==> config.mk <==
export PLATFORM = sky130hd
export DESIGN_NAME = mult_4bit_seq
export DESIGN_NICKNAME = d
export VERILOG_FILES = /design/src/rtl/mult_4bit_seq_pkg.sv /design/src/rtl/adder_4bit.sv /design/src/rtl/mult_4bit_seq.sv
export SDC_FILE = /design/constraint.sdc
export NUM_CORES = 1
export LEC_CHECK = 0
export CAP_MARGIN = 20
export CORE_ASPECT_RATIO = 0.5
export CORE_UTILIZATION = 30
export CTS_CLUSTER_DIAMETER = 50
export DETAILED_ROUTE_END_ITERATION = 8
export RECOVER_POWER = 50
export SLEW_MARGIN = 20
export SYNTH_ARGS = -nofsm -noshare
export SYNTH_HDL_FRONTEND = slang
export SYNTH_SLANG_ARGS = --single-unit
==> constraint.sdc <==
create_clock -name clk -period 1.7 [get_ports clk]
set_input_delay 0.34 -clock clk [delete_from_list [all_inputs] [get_ports clk]]
set_output_delay 0.34 -clock clk [all_outputs]
set_load 0.005 [all_outputs]
==> src/rtl/mult_4bit_seq_pkg.sv <==
// Shared definitions for the sequential arithmetic blocks: state encodings,
// operand/product widths and the shift-and-add accumulator layout.
package mult_4bit_seq_pkg;

    localparam int MULT_WIDTH  = 4;
    localparam int MULT_PROD_W = 2 * MULT_WIDTH;

    typedef enum logic [1:0] {
        IDLE = 2'd0,
        CALC = 2'd1,
        DONE = 2'd2
    } state_t;

    // hi holds the running partial sum, lo the unconsumed multiplier bits
    // that are progressively replaced by low product bits.
    typedef struct packed {
        logic [MULT_WIDTH-1:0] hi;
        logic [MULT_WIDTH-1:0] lo;
    } acc_t;

endpackage

==> src/rtl/adder_4bit.sv <==
// 4-bit ripple adder/subtractor: sm=0 adds a+b+c_in, sm=1 computes a-b.
// Latency: combinational. Backpressure: none.
// Carry out is the unsigned carry of the full 5-bit sum.
module adder_4bit (
    input  logic [3:0] a,
    input  logic [3:0] b,
    input  logic       c_in,
    input  logic       sm,
    output logic [3:0] s,
    output logic       c_out
);

    logic [3:0] b_eff;
    logic       cin_eff;

    assign b_eff   = b ^ {4{sm}};
    assign cin_eff = c_in ^ sm;

    assign {c_out, s} = {1'b0, a} + {1'b0, b_eff} + {4'b0000, cin_eff};

endmodule

==> src/rtl/mult_4bit_seq.sv <==
// Shift-and-add 4x4 unsigned multiplier around adder_4bit (MULT_EARLY_EXIT_EN ends CALC early).
// Latency: product valid WIDTH edges after accept (fewer with early exit).
// Backpressure: DONE holds the product until out_ready; no accept until then.
module mult_4bit_seq
    import mult_4bit_seq_pkg::*;
#(
    parameter int WIDTH = 4,
    parameter int CNT_W = 3
) (
    input  logic               clk,
    input  logic               rst,
    input  logic               in_valid,
    output logic               in_ready,
    input  logic [WIDTH-1:0]   a_in,
    input  logic [WIDTH-1:0]   b_in,
    output logic               out_valid,
    input  logic               out_ready,
    output logic [2*WIDTH-1:0] product,
    output logic               busy
);

    generate
        if (WIDTH != MULT_WIDTH) begin : g_width_chk
            $error("mult_4bit_seq: WIDTH must be 4 to match adder_4bit");
        end
        if ((1 << CNT_W) <= WIDTH) begin : g_cnt_chk
            $error("mult_4bit_seq: CNT_W too narrow for WIDTH");
        end
    endgenerate

    state_t              state;
    state_t              state_nxt;
    acc_t                acc;
    logic [WIDTH-1:0]    mcand;
    logic [CNT_W-1:0]    cnt;
    logic [2*WIDTH-1:0]  product_q;

    logic [WIDTH-1:0]    add_b;
    logic [WIDTH-1:0]    add_s;
    logic                add_co;
    logic [2*WIDTH-1:0]  step_val;
    logic [2*WIDTH-1:0]  step_prod;
    logic                last_step;

    // The adder always adds; a skipped step adds zero so carry is naturally 0.
    assign add_b = acc.lo[0] ? mcand : '0;

    adder_4bit u_adder (
        .a     (acc.hi),
        .b     (add_b),
        .c_in  (1'b0),
        .sm    (1'b0),
        .s     (add_s),
        .c_out (add_co)
    );

    assign step_val = {add_co, add_s, acc.lo[WIDTH-1:1]};

`ifdef MULT_EARLY_EXIT_EN
    logic [CNT_W-1:0] align_sh;
    logic             rest_zero;

    // Multiplier bits still waiting sit in acc.lo[align_sh:1].
    always_comb begin
        align_sh  = CNT_W'(WIDTH - 1) - cnt;
        rest_zero = 1'b1;
        for (int i = 1; i < WIDTH; i++) begin
            if ((i <= int'(align_sh)) && acc.lo[i]) begin
                rest_zero = 1'b0;
            end
        end
    end

    assign last_step = rest_zero;
    assign step_prod = step_val >> align_sh;
`else
    assign last_step = (cnt == CNT_W'(WIDTH - 1));
    assign step_prod = step_val;
`endif

    always_ff @(posedge clk) begin
        if (rst) begin
            state <= IDLE;
        end else begin
            state <= state_nxt;
        end
    end

    always_comb begin
        state_nxt = state;
        case (state)
            IDLE:    if (in_valid)  state_nxt = CALC;
            CALC:    if (last_step) state_nxt = DONE;
            DONE:    if (out_ready) state_nxt = IDLE;
            default: state_nxt = IDLE;
        endcase
    end

    always_ff @(posedge clk) begin
        if (rst) begin
            mcand     <= '0;
            acc       <= '0;
            cnt       <= '0;
            product_q <= '0;
        end else begin
            case (state)
                IDLE: begin
                    if (in_valid) begin
                        mcand  <= a_in;
                        acc.hi <= '0;
                        acc.lo <= b_in;
                        cnt    <= '0;
                    end
                end
                CALC: begin
                    acc <= step_val;
                    cnt <= cnt + CNT_W'(1);
                    if (last_step) begin
                        product_q <= step_prod;
                    end
                end
                default: ;
            endcase
        end
    end

    assign in_ready  = (state == IDLE);
    assign busy      = (state == CALC);
    assign out_valid = (state == DONE);
    assign product   = product_q;

endmodule
==> results of run 1 <==
-- worst reg2reg max path, cell delays in order, from the launching register on --
cell and delay, ns:
dfxtp_2 0.35, and2_1 0.13, ha_1 0.15, inv_1 0.06
fa_2 0.39, inv_1 0.07, a21o_1 0.13, a21oi_2 0.08
o31ai_2 0.18
-- what timing repair did --
action,in CTS,in global routing
resized for setup,2,7
setup buffers,0,0
pin swaps,1,1
endpoints found under the setup margin,2,8
-- worst max-delay path by stage --
stage | startpoint | endpoint | cells past startpoint
6_report | state[0] | in_ready | 2
3_3_place_gp | acc[0] | acc[7] | 8
2_1_floorplan | acc[0] | acc[6] | 6
4_1_cts | state[0] | busy | 3
3_5_place_dp | acc[0] | acc[7] | 8
5_1_grt | acc[0] | acc[7] | 8
-- per-stage QoR --
stage	cell area [sq um]	total power, mW
final	1519	1.115
after global routing	1519	1.162
after CTS	1494	1.123
after detailed placement	1445	0.7807
after global placement	1445	0.7800
after floorplan	1176	0.7212
-- flip-flops by register name, indices dropped and copies added, names as in the netlist --
register / cells
cnt: 3
acc: 8
product: 8
mcand: 4
state: 2
-- final cells by class --
type                            instances  area, sq um
Fill cell                             367         2066
Clock buffer                            4        45.04
Sequential cell                        25        501.7
Timing Repair Buffer                   27        266.5
Multi-Input combinational cell         99        611.8
Inverter                                6        30.03
Tap cell                               51        63.81
-- layer usage --
layer	track usage (%)	share of wire (%)	up-vias
li1	-	-	507
met2	18.79	42	21
met1	16.83	54	438
met4	2.903	0	0
met5	0	0	-
met3	4.290	4.1	0
-- Yosys cell counts (all sizes together) --
cell type  count  area share (%)
nand2         32              10
xnor2          1            0.74
and3           1            0.53
clkbuf         2            0.64
dfxtp         25              43
and2           5             2.9
nand2b         4             2.8
a31oi          2             1.1
buf            6             4.9
nand4b         1            0.74
ha             6             6.4
a21o           2             1.3
or3            1            0.53
nor2          11             3.9
and2b          1            0.64
a211oi         2             2.1
a21oi         17             7.2
a311oi         4             3.0
o21ai          1            0.43
inv            6             2.6
fa             1             1.7
o31ai          1            0.64
nand3          6             2.6
-- kinds of logic after synthesis --
group / after synthesis
buffers and inverters: 14
xor gates and xnor gates: 1
and+or+nand+nor: 62
DFF: 25
AOI/OAI and AO/OA: 29
adders and majority gates: 7
-- power groups by stage --
stage	Combinational [mW]	Sequential (mW)	Clock, mW
floorplan	0.0897	0.632	0
global placement	0.144	0.636	0
detailed placement	0.144	0.637	0
CTS	0.145	0.623	0.355
global route	0.159	0.627	0.376
finish	0.145	0.623	0.347
==> impl_metrics.tcl, run 1 <==
set metrics [dict create \
    rr_worst_depth 8 \
    p_int_mw 0.8453 \
    grt_antenna_before_repair 0 \
    cp_top_family "buffers and inverters" \
    syn_to_final_growth_pct 29.15 \
    cts_root_buf "clkbuf_8" \
    peakVddDrop_uv 319.8 \
    status "finished, final reports clean" \
    cts_buffers 3 \
    rsz0062_at_grt "true" \
    swShare_pct 24.19 \
    synth_top_family_by_area "simple AND/OR/NAND/NOR gates" \
    reg2reg_slack_ns 0.09 \
    hpwlAfterDp_microns 1812 \
    port_buffers 22 \
    grtUsageTotal_pct 12.33 \
    fin_crit_ns 1.643 \
    num-nets-final 181 \
    dieArea_sq_um 4190 \
    drc 0 \
    tritoncts "done" \
    ys_types 31 \
    grt_start_max_net_pins 19 \
    cap_viol_max_count 0 \
    p_clk_share_pct 31.1 \
    min_to "mcand[3]" \
    synth-seq-cells 25 \
    final_core_util_pct 42.37 \
    netlist_instances 138 \
    crit_path_cell_trace "nor2_1 -> clkdlybuf4s50_1" \
    drt_wl_total_microns 2491 \
    dr.pass1.iters 4 \
    crit_slowest_cell "clkdlybuf4s50_1" \
    wl_per_cell_microns 11.75 \
    hp-start "mcand[3]" \
    synth_compound_gate_area_share_pct 15.74 \
    dp_slack_ns -0.01550 \
    timing.final.crit_share_pct 96.66 \
    pwr-share-comb_pct 13.0 \
    p_seq_share_pct 55.9 \
    drtAntennaViolNets 0 \
    syn_area_sq_um 1176 \
    final_max_slew_viol_count 0 \
    dr.first_iter.drc_count 39 \
    regToRegStartpoint "acc[0]" \
    core_sq_um 3585 \
    holdBufCountCts 0 \
    tightest_slew_ns 0.3406 \
    initial_core_util_pct 32.81 \
    cts_max_path_buffers 2 \
    hold_violations 0 \
    synth-simple-area-share_pct 24.79 \
    cp-end-kind "primary output" \
    viasPerCell 4.557 \
    setup_viol 0 \
    hold_slack_ns 0.4534 \
    finClkSkew_ns 0.003520 \
    whs_path_depth 2 \
    cp_num_buf_inv 1 \
    routabilityCongestion 0.8991 \
    synth_nets 157 \
    clock_sinks 25 \
    yosys.area_share.adder_pct 8.085 \
    grt_pass1_vias 863 \
    final_common_cell "nand2_1" \
    final.setup.worst_slack_ns 0.05682 \
    p_leak_nw 0.5872 \
    synthMuxAreaShare_pct 0 \
    htreeDepth 1 \
    vias 966 \
    placed_cells 208 \
    grt_pass1_wl_microns 3933 \
    p_sw_mw 0.2698 \
    rr_endpoint "acc[7]" \
    grt-ovfl-total 0 \
    drive_above_1_share_pct 12.42 \
    max-slew-margin-rel_pct 77.22 \
    diodes 0 \
    setup_tns_ns 0 \
    path_clk_slew_ns 0.08 \
    max_clock_freq_mhz 608.6 \
    synth-warning-count 0 \
    critPathArrivalTime_ns 1.30 \
    insertion_delay_ns 0.27 \
    boundaryPins 23 \
    die_w_microns 90.55 \
    final_cell_mix "nand2_1, dfxtp_1, clkdlybuf4s50_1" \
    rows 15 \
    yosysSeqAreaShare_pct 42.55 \
    pwr_density_cell_nw_per_um2 734.1 \
    crit_required_ns 1.36 \
    hp-class "register to register" \
    worstSetupPathType "register to primary output" \
    final-instance-count-excl-fill 212 \
    critPathLaunchType "register" \
    die_h_microns 46.28 \
    critPathMaxStageDelay_ns 0.53 \
    synth.avg_cell_area_sq_um 8.523 \
    synthXorXnorAreaFrac_pct 0.7447 \
    critical_path.max_fanout 3 \
]
Note: power is estimated with default switching activity, not from simulation.
==> inputs of run 2 (changes only) <==
--- a/config.mk
+++ b/config.mk
@@ -10,6 +10,7 @@
 export CORE_UTILIZATION = 30
 export CTS_CLUSTER_DIAMETER = 50
 export DETAILED_ROUTE_END_ITERATION = 8
+export PLACE_DENSITY = 0.53
 export RECOVER_POWER = 50
 export SLEW_MARGIN = 20
 export SYNTH_ARGS = -nofsm -noshare
==> impl_metrics.tcl, run 2 (same netlist as run 1, synthesis figures left out) <==
set metrics [dict create \
    status "finished, final reports clean" \
    p_sw_mw 0.2742 \
    crit_required_ns 1.36 \
    max-slew-margin-rel_pct 75.80 \
    p_seq_share_pct 55.6 \
    peakVddDrop_uv 323.6 \
    rsz0062_at_grt "false" \
    core_sq_um 3585 \
    hold_slack_ns 0.4561 \
    pwr_density_cell_nw_per_um2 744.7 \
    viasPerCell 4.592 \
    drive_above_1_share_pct 10.63 \
    grt_pass1_vias 849 \
    hold_violations 0 \
    vias 969 \
    max_clock_freq_mhz 610.0 \
    holdBufCountCts 0 \
    setup_viol 0 \
    cp-end-kind "primary output" \
    routabilityCongestion 0.8484 \
    drt_wl_total_microns 2521 \
    p_leak_nw 0.5761 \
    die_h_microns 46.28 \
    num-nets-final 180 \
    grtUsageTotal_pct 13.03 \
    rows 15 \
    critPathArrivalTime_ns 1.30 \
    dr.pass1.iters 3 \
    syn_to_final_growth_pct 27.77 \
    swShare_pct 24.51 \
    power.total_mw 1.119 \
    tritoncts "done" \
    drc 0 \
    final_cell_mix "nand2_1, dfxtp_1, clkdlybuf4s50_1" \
    grt-ovfl-total 0 \
    hpwlAfterDp_microns 1786 \
    setup_tns_ns 0 \
    final-instance-count-excl-fill 211 \
    final_max_slew_viol_count 0 \
    insertion_delay_ns 0.27 \
    p_int_mw 0.8448 \
    pwr-share-comb_pct 12.8 \
    path_clk_slew_ns 0.09 \
    cap_viol_max_count 0 \
    critical_path.max_fanout 3 \
    grt_antenna_before_repair 0 \
    die_w_microns 90.55 \
    htreeDepth 1 \
    initial_core_util_pct 32.81 \
    cts_root_buf "clkbuf_8" \
    timing.final.crit_share_pct 96.44 \
    cts_buffers 3 \
    p_clk_share_pct 31.6 \
    reg2reg_slack_ns 0.09 \
    diodes 0 \
    worstSetupPathType "register to primary output" \
    fin_crit_ns 1.639 \
    port_buffers 22 \
    tightest_slew_ns 0.3630 \
    cts_max_path_buffers 2 \
    grt_pass1_wl_microns 3988 \
    dr.first_iter.drc_count 28 \
    final_common_cell "nand2_1" \
    finClkSkew_ns 0.004690 \
    placed_cells 207 \
    wl_per_cell_microns 11.95 \
    hp-class "register to register" \
    dieArea_sq_um 4190 \
    critPathLaunchType "register" \
    clock_sinks 25 \
    drtAntennaViolNets 0 \
    grt_start_max_net_pins 27 \
    final_core_util_pct 41.92 \
    boundaryPins 23 \
]
-- run 2: worst paths after layout --
check / from / endpoint / cells after the start
worst max-delay path: state[0] / out_valid / 2
worst min-delay path: product[2] / product[2] / 2
worst max register to register: acc[0] / acc[4] / 7
worst min register to register: product[2] / product[2] / 2
-- run 2: final cells by class --
| type | count | area, sq um |
|---|---|---|
| timing repair buffer | 26 | 269.0 |
| inverter | 6 | 30.03 |
| clock buffer | 4 | 45.04 |
| fill | 377 | 2082 |
| multi-input combinational | 99 | 591.8 |
| tap | 51 | 63.81 |
| sequential | 25 | 503.0 |
-- run 2: timing repair --
action / CTS / global route
resized for setup: 1 / 5
setup endpoints to repair: 1 / 7
buffers inserted: 0 / 0
-- run 2: metal layers --
| metal | up-vias | wire (microns) | GRT usage (%) |
|---|---|---|---|
| met5 | - | 0 | 0 |
| met4 | 0 | 39 | 5.806 |
| met3 | 4 | 96 | 4.620 |
| li1 | 506 | - | - |
| met2 | 14 | 1037 | 19.55 |
| met1 | 445 | 1347 | 17.09 |
-- run 2: through the flow --
| stage | setup slack, ns | area, sq um |
|---|---|---|
| 6_report | 0.06053 | 1503 |
| 5_1_grt | 0.005036 | 1503 |
| 4_1_cts | 0.002883 | 1496 |
| 3_5_place_dp | 0.02205 | 1450 |
| 3_3_place_gp | 0.05877 | 1450 |
| 2_1_floorplan | 0.1154 | 1176 |
-- run 2: critical path: stages, from the launching register on --
cell             delay, ns
dfxtp_2               0.33
and2b_1               0.20
clkdlybuf4s50_1       0.50
-- run 2: power by group through the flow --
| stage | Clock, mW | Combinational (mW) | Sequential [mW] |
|---|---|---|---|
| after floorplan | 0 | 0.0897 | 0.632 |
| after global placement | 0 | 0.148 | 0.635 |
| after CTS | 0.366 | 0.149 | 0.622 |
| final | 0.354 | 0.143 | 0.622 |
| after global routing | 0.384 | 0.158 | 0.626 |
| after detailed placement | 0 | 0.148 | 0.635 |
